--- src/rtl/mips_pkg.sv ---
// Shared constants for the MIPS datapath: multiplier FSM encoding and latency.
package mips_pkg;

  localparam int MULT_WIDTH   = 32;
  localparam int MULT_LATENCY = MULT_WIDTH + 1;

  // Encodings kept as plain constants so older netlists that probe state still match
  localparam logic [1:0] STATE_IDLE = 2'd0;
  localparam logic [1:0] STATE_BUSY = 2'd1;
  localparam logic [1:0] STATE_FIX  = 2'd2;
  localparam logic [1:0] STATE_DONE = 2'd3;

endpackage

--- src/rtl/mult_abs.sv ---
// Combinational magnitude/sign extraction for one multiplier operand.
module mult_abs #(
  parameter int WIDTH = 32
) (
  input  logic             signedOp,
  input  logic [WIDTH-1:0] value,
  output logic [WIDTH-1:0] mag,
  output logic             neg
);

  // The most negative value negates to itself, which read as unsigned is exactly 2^(WIDTH-1)
  assign neg = signedOp & value[WIDTH-1];
  assign mag = neg ? (~value + 1'b1) : value;

endmodule

--- src/rtl/seq_multiplier.sv ---
// Radix-2 sequential MULT/MULTU unit: fixed WIDTH+1 cycle latency by default,
// optional early termination when MULT_EARLY_TERM_EN is defined.
module seq_multiplier
  import mips_pkg::*;
#(
  parameter int WIDTH = MULT_WIDTH
) (
  input  logic             clk,
  input  logic             reset,
  input  logic             multstartE,
  input  logic             signedE,
  input  logic [WIDTH-1:0] srcaE,
  input  logic [WIDTH-1:0] srcbE,
  output logic [WIDTH-1:0] hi,
  output logic [WIDTH-1:0] lo,
  output logic             pve,
  output logic             busy
);

  localparam int CNT_W = $clog2(WIDTH + 1);
  localparam logic [CNT_W-1:0] LAST_STEP = CNT_W'(WIDTH - 1);

  logic [1:0]         state;
  logic [CNT_W-1:0]   count;
  logic [2*WIDTH-1:0] acc;
  logic [WIDTH-1:0]   mcand;
  logic [WIDTH-1:0]   mplier;
  logic               negResult;

  logic [WIDTH-1:0]   magA, magB;
  logic               negA, negB;
  logic [WIDTH:0]     partialSum;
  logic [2*WIDTH-1:0] stepAcc;

  mult_abs #(.WIDTH(WIDTH)) absA (
    .signedOp (signedE),
    .value    (srcaE),
    .mag      (magA),
    .neg      (negA)
  );

  mult_abs #(.WIDTH(WIDTH)) absB (
    .signedOp (signedE),
    .value    (srcbE),
    .mag      (magB),
    .neg      (negB)
  );

  // Carry out of the upper-half add becomes the MSB after the right shift
  assign partialSum = {1'b0, acc[2*WIDTH-1:WIDTH]} + (mplier[0] ? {1'b0, mcand} : '0);
  assign stepAcc    = {partialSum, acc[WIDTH-1:1]};

`ifdef MULT_EARLY_TERM_EN
  logic [CNT_W-1:0] remShift;
  assign remShift = LAST_STEP - count;
`endif

  always_ff @(posedge clk) begin
    if (reset) begin
      state     <= STATE_IDLE;
      count     <= '0;
      acc       <= '0;
      mcand     <= '0;
      mplier    <= '0;
      negResult <= 1'b0;
      hi        <= '0;
      lo        <= '0;
    end else begin
      case (state)
        STATE_IDLE, STATE_DONE: begin
          if (multstartE) begin
            mcand     <= magA;
            mplier    <= magB;
            negResult <= negA ^ negB;
            acc       <= '0;
            count     <= '0;
            state     <= STATE_BUSY;
          end
        end
        STATE_BUSY: begin
          acc    <= stepAcc;
          mplier <= mplier >> 1;
          count  <= count + 1'b1;
          if (count == LAST_STEP) begin
            state <= STATE_FIX;
          end
`ifdef MULT_EARLY_TERM_EN
          // Remaining multiplier bits are zero: collapse the outstanding shifts into this step
          else if (mplier[WIDTH-1:1] == '0) begin
            acc   <= stepAcc >> remShift;
            state <= STATE_FIX;
          end
`endif
        end
        STATE_FIX: begin
          {hi, lo} <= negResult ? (~acc + 1'b1) : acc;
          state    <= STATE_DONE;
        end
      endcase
    end
  end

  assign busy = (state == STATE_BUSY) || (state == STATE_FIX);
  assign pve  = (state == STATE_DONE);

endmodule

--- config.mk ---
export PLATFORM = sky130hd
export DESIGN_NAME = seq_multiplier
export DESIGN_NICKNAME = d
export VERILOG_FILES = /design/src/rtl/mips_pkg.sv /design/src/rtl/mult_abs.sv /design/src/rtl/seq_multiplier.sv
export SDC_FILE = /design/constraint.sdc
export NUM_CORES = 1
export LEC_CHECK = 0
export ABC_AREA = 1
export CORE_MARGIN = 1.5
export CORE_UTILIZATION = 59
export CTS_CLUSTER_DIAMETER = 200
export DETAILED_ROUTE_END_ITERATION = 6
export GPL_ROUTABILITY_DRIVEN = 1
export HOLD_SLACK_MARGIN = 0.03
export PLACE_DENSITY = 0.79
export REMOVE_ABC_BUFFERS = 1
export SLEW_MARGIN = 0
export SYNTH_ARGS = -nofsm -noshare
export SYNTH_HDL_FRONTEND = slang
export SYNTH_SLANG_ARGS = --single-unit
--- constraint.sdc ---
create_clock -name clk -period 2.6 [get_ports clk]
set_input_delay 0.52 -clock clk [delete_from_list [all_inputs] [get_ports clk]]
set_output_delay 0.52 -clock clk [all_outputs]
set_load 0.01 [all_outputs]
==> impl_metrics.yaml <==
global_routing:
  grt_start_max_net_pins: 137
  overflow: 0
  antenna_found_initial: 1
  track_usage: 0.3609
  grt_pass1_wl_mm: 72.55
  grt_pass1_vias: 14990
final_layout:
  syn_to_final_growth_pct: 17.46
  post_route_cells_drive_above_1_share: 0.04716
  nNetsFinal: 2680
  final_cells: 2906
  antennaDiodeCount: 0
  fillers: 2109
worst_setup_path:
  cpMostUsedCell: "nand3_1"
  regToRegEndpoint: "acc[43]$_SDFFE_PP0P_"
  path_max_fanout: 31
  reg2regPathDepth: 11
  path_cells: "buf_12 > nand2_1 > fa_1 > inv_1 > nand3_1 > nand3_1 > nand3_1 > nand3_1 > o21ai_0 > a21oi_1 > o21a_1"
  slowest_delay_ps: 450
  reg2reg_from: "mplier[0]$_SDFFE_PP0P_"
  start_kind: "register"
  critical_path_required_ps: 3080
  cp-end-kind: "register"
  worst_path_dominant_cell_family: "simple AND/OR/NAND/NOR gates"
  critPathKind: "reg2reg"
  r2r_setup_slack_ps: 80
  cp_slowest_cell: "fa_1"
  cp_num_buf_inv: 2
  arrival_ps: 3000
die:
  fp.dieW_um: 158.3
  core_area_um2: 23540
  dieArea_um2: 25070
  rows: 56
  ios: 134
  initial_utilization: 0.6048
  die_y_um: 158.3
pwr:
  ir_drop_v: 0.0005351
  power_density_nw_per_um2: 802.2
  power_mw: 13.42
  p_leak_nw: 8.497
clocking:
  clkSlewWorstSetupHoldPaths_ps: 60
  h-tree-depth: 1
  tritoncts: "done"
  clock_path_buffers: 3
  cts_buffers: 23
  cts_root_buf: "clkbuf_16"
  ctsResizeCount: 0
  clock_sinks: 201
  clk_latency_ps: 540
  cts_setup_buffers: 0
  cts_hold_buf: 0
synth:
  avgSynthCellArea_um2: 5.769
  yosys-top-cells-area: "dfxtp_1 (28%), nand2_1 (20%), nor2_1 (9.7%), inv_1 (8.3%), a21oi_1 (6.5%)"
  synth_top_area_share: 0.2826
  ys_async_sr_fraction: 0
  synth_top_flop_cell: "dfxtp_1"
  yosysMostFrequentCell: "nand2_1"
  ys_ff_latch: 201
  synth_top_cell_by_area: "dfxtp_1"
  netlist_top_cells_count: "nand2_1 (768), nor2_1 (369), inv_1 (316)"
  syn_inst: 2468
  ys_types: 45
  ys_seq_area_frac: 0.2826
  yosys_warnings: 0
  synth_area_um2: 14240
  synth_edf_count: 0
placement:
  hpwlAfterDp_mm: 32.34
  dp_cells: 2865
  io_buffer_count: 133
  place.gp.congestion: 0.9872
timing:
  relSlewSlack: 0.5259
  maxSlewViolCount: 0
  rsz0062_at_grt: "false"
  max_freq_mhz: 396.6
  finalHoldViolCount: 0
  worst_pin_slew_ps: 705.1
  fin_crit_ps: 2522
  period_share: 0.9698
  clock_skew_ps: 10.20
  setup_violations: 0
worst_hold_path:
  hold_end: "mplier[17]$_SDFFE_PP0P_"
  hold_depth: 2
  worstHoldStart: "mplier[17]$_SDFFE_PP0P_"
  hold_path.class: "reg2reg"
detailed_routing:
  drt_iter0_drc: 1433
  ant_nets: 0
  wl_per_cell_um: 15.43
  wirelength_mm: 44.85
  remaining_drc_errors: 0
  via_count: 15990
  drt_pre_antenna_iters: 7
  post_drt_via_cell_ratio: 5.502
status:
  status: "finished clean"
job:
  maxCapViolCount: 0
-- where the power goes --
part	internal, mW	switching (mW)
Sequential	3.87	0.489
Combinational	2.16	3.48
Clock	2.02	1.40
Total	8.05	5.37
-- flip-flops by register name, indices dropped and copies added (netlist names) --
signal	flops
hi	32
negResult	1
acc	64
state	2
lo	32
mcand	32
count	6
mplier	32
-- worst max-delay path by stage --
stage	from	to	slack, ps	cells past startpoint
floorplan	state[0]$_SDFFE_PP0P_	lo[23]$_SDFFE_PP0N_	-750	7
global route	mcand[0]$_SDFFE_PP0P_	acc[43]$_SDFFE_PP0P_	3	13
global placement	srcaE[0]	mcand[16]$_SDFFE_PP0P_	220	12
finish	mplier[0]$_SDFFE_PP0P_	acc[43]$_SDFFE_PP0P_	80	11
CTS	mplier[0]$_SDFFE_PP0P_	acc[43]$_SDFFE_PP0P_	150	11
detailed placement	signedE	mplier[26]$_SDFFE_PP0P_	150	11
-- logic make-up after synthesis --
family | Yosys count | synth area share
AO/OA/AOI/OAI | 351 | 0.1337
XOR/XNOR | 45 | 0.02768
adder cells (fa/ha/maj) | 41 | 0.03656
buffers and inverters | 410 | 0.1096
flip-flops | 201 | 0.2826
AND/OR/NAND/NOR | 1420 | 0.4099
-- cells in the final DEF, fill, tap and decap left out, drive strengths merged, types with 2 or more instances in the layout --
cell	instances
nor3	17
a21o	6
and3	2
nor3b	3
o31ai	2
o21ai	115
o21bai	2
nand3	182
clkbuf	30
and2	4
nor2	387
a31oi	7
clkdlybuf4s50	132
or2	10
bufinv	3
o211ai	18
nand4	27
ha	40
nand3b	9
a21oi	186
o21a	3
clkinvlp	2
buf	31
o221ai	9
dfxtp	201
nand2	777
xnor2	13
xor2	32
inv	325
clkinv	6
-- metrics by stage --
step | setup WS, ps | utilization | area, um2 | TNS (ps) | hold slack [ps]
global route | 3.475 | 0.7104 | 16720 | 0 | 488.7
finish | 78.48 | 0.7104 | 16720 | 0 | 465.2
global placement | 222.2 | 0.6770 | 15940 | 0 | 452.2
CTS | 150.3 | 0.7102 | 16720 | 0 | 465.8
floorplan | -747.5 | - | 13900 | -32120 | 439.3
detailed placement | 151.0 | 0.6770 | 15940 | 0 | 455.8
-- worst min-delay path, delay by kind of cell (launching register included) --
family / cells / cell delay [ps]
simple gates: 1 / 60
compound gates: 1 / 50
flops: 1 / 310
-- routing by layer --
layer	track usage	wire, um	vias up
li1	-	-	8006
met3	0.06532	3593	157
met5	0	13	-
met2	0.6130	20900	691
met4	0.1883	2242	2
met1	0.4343	18100	7134
-- area by class of cell --
type,count,area (um2),share of cell area
repair buffers,163,1629,0.09741
clock inverters,11,150.1,0.008978
inverters,325,1220,0.07295
multi-input cells,1857,8668,0.5183
flip-flops and latches,201,4025,0.2407
well taps,319,399.1,0.02387
clock buffers,30,631.9,0.03778
(Power assumes the default switching activity.)
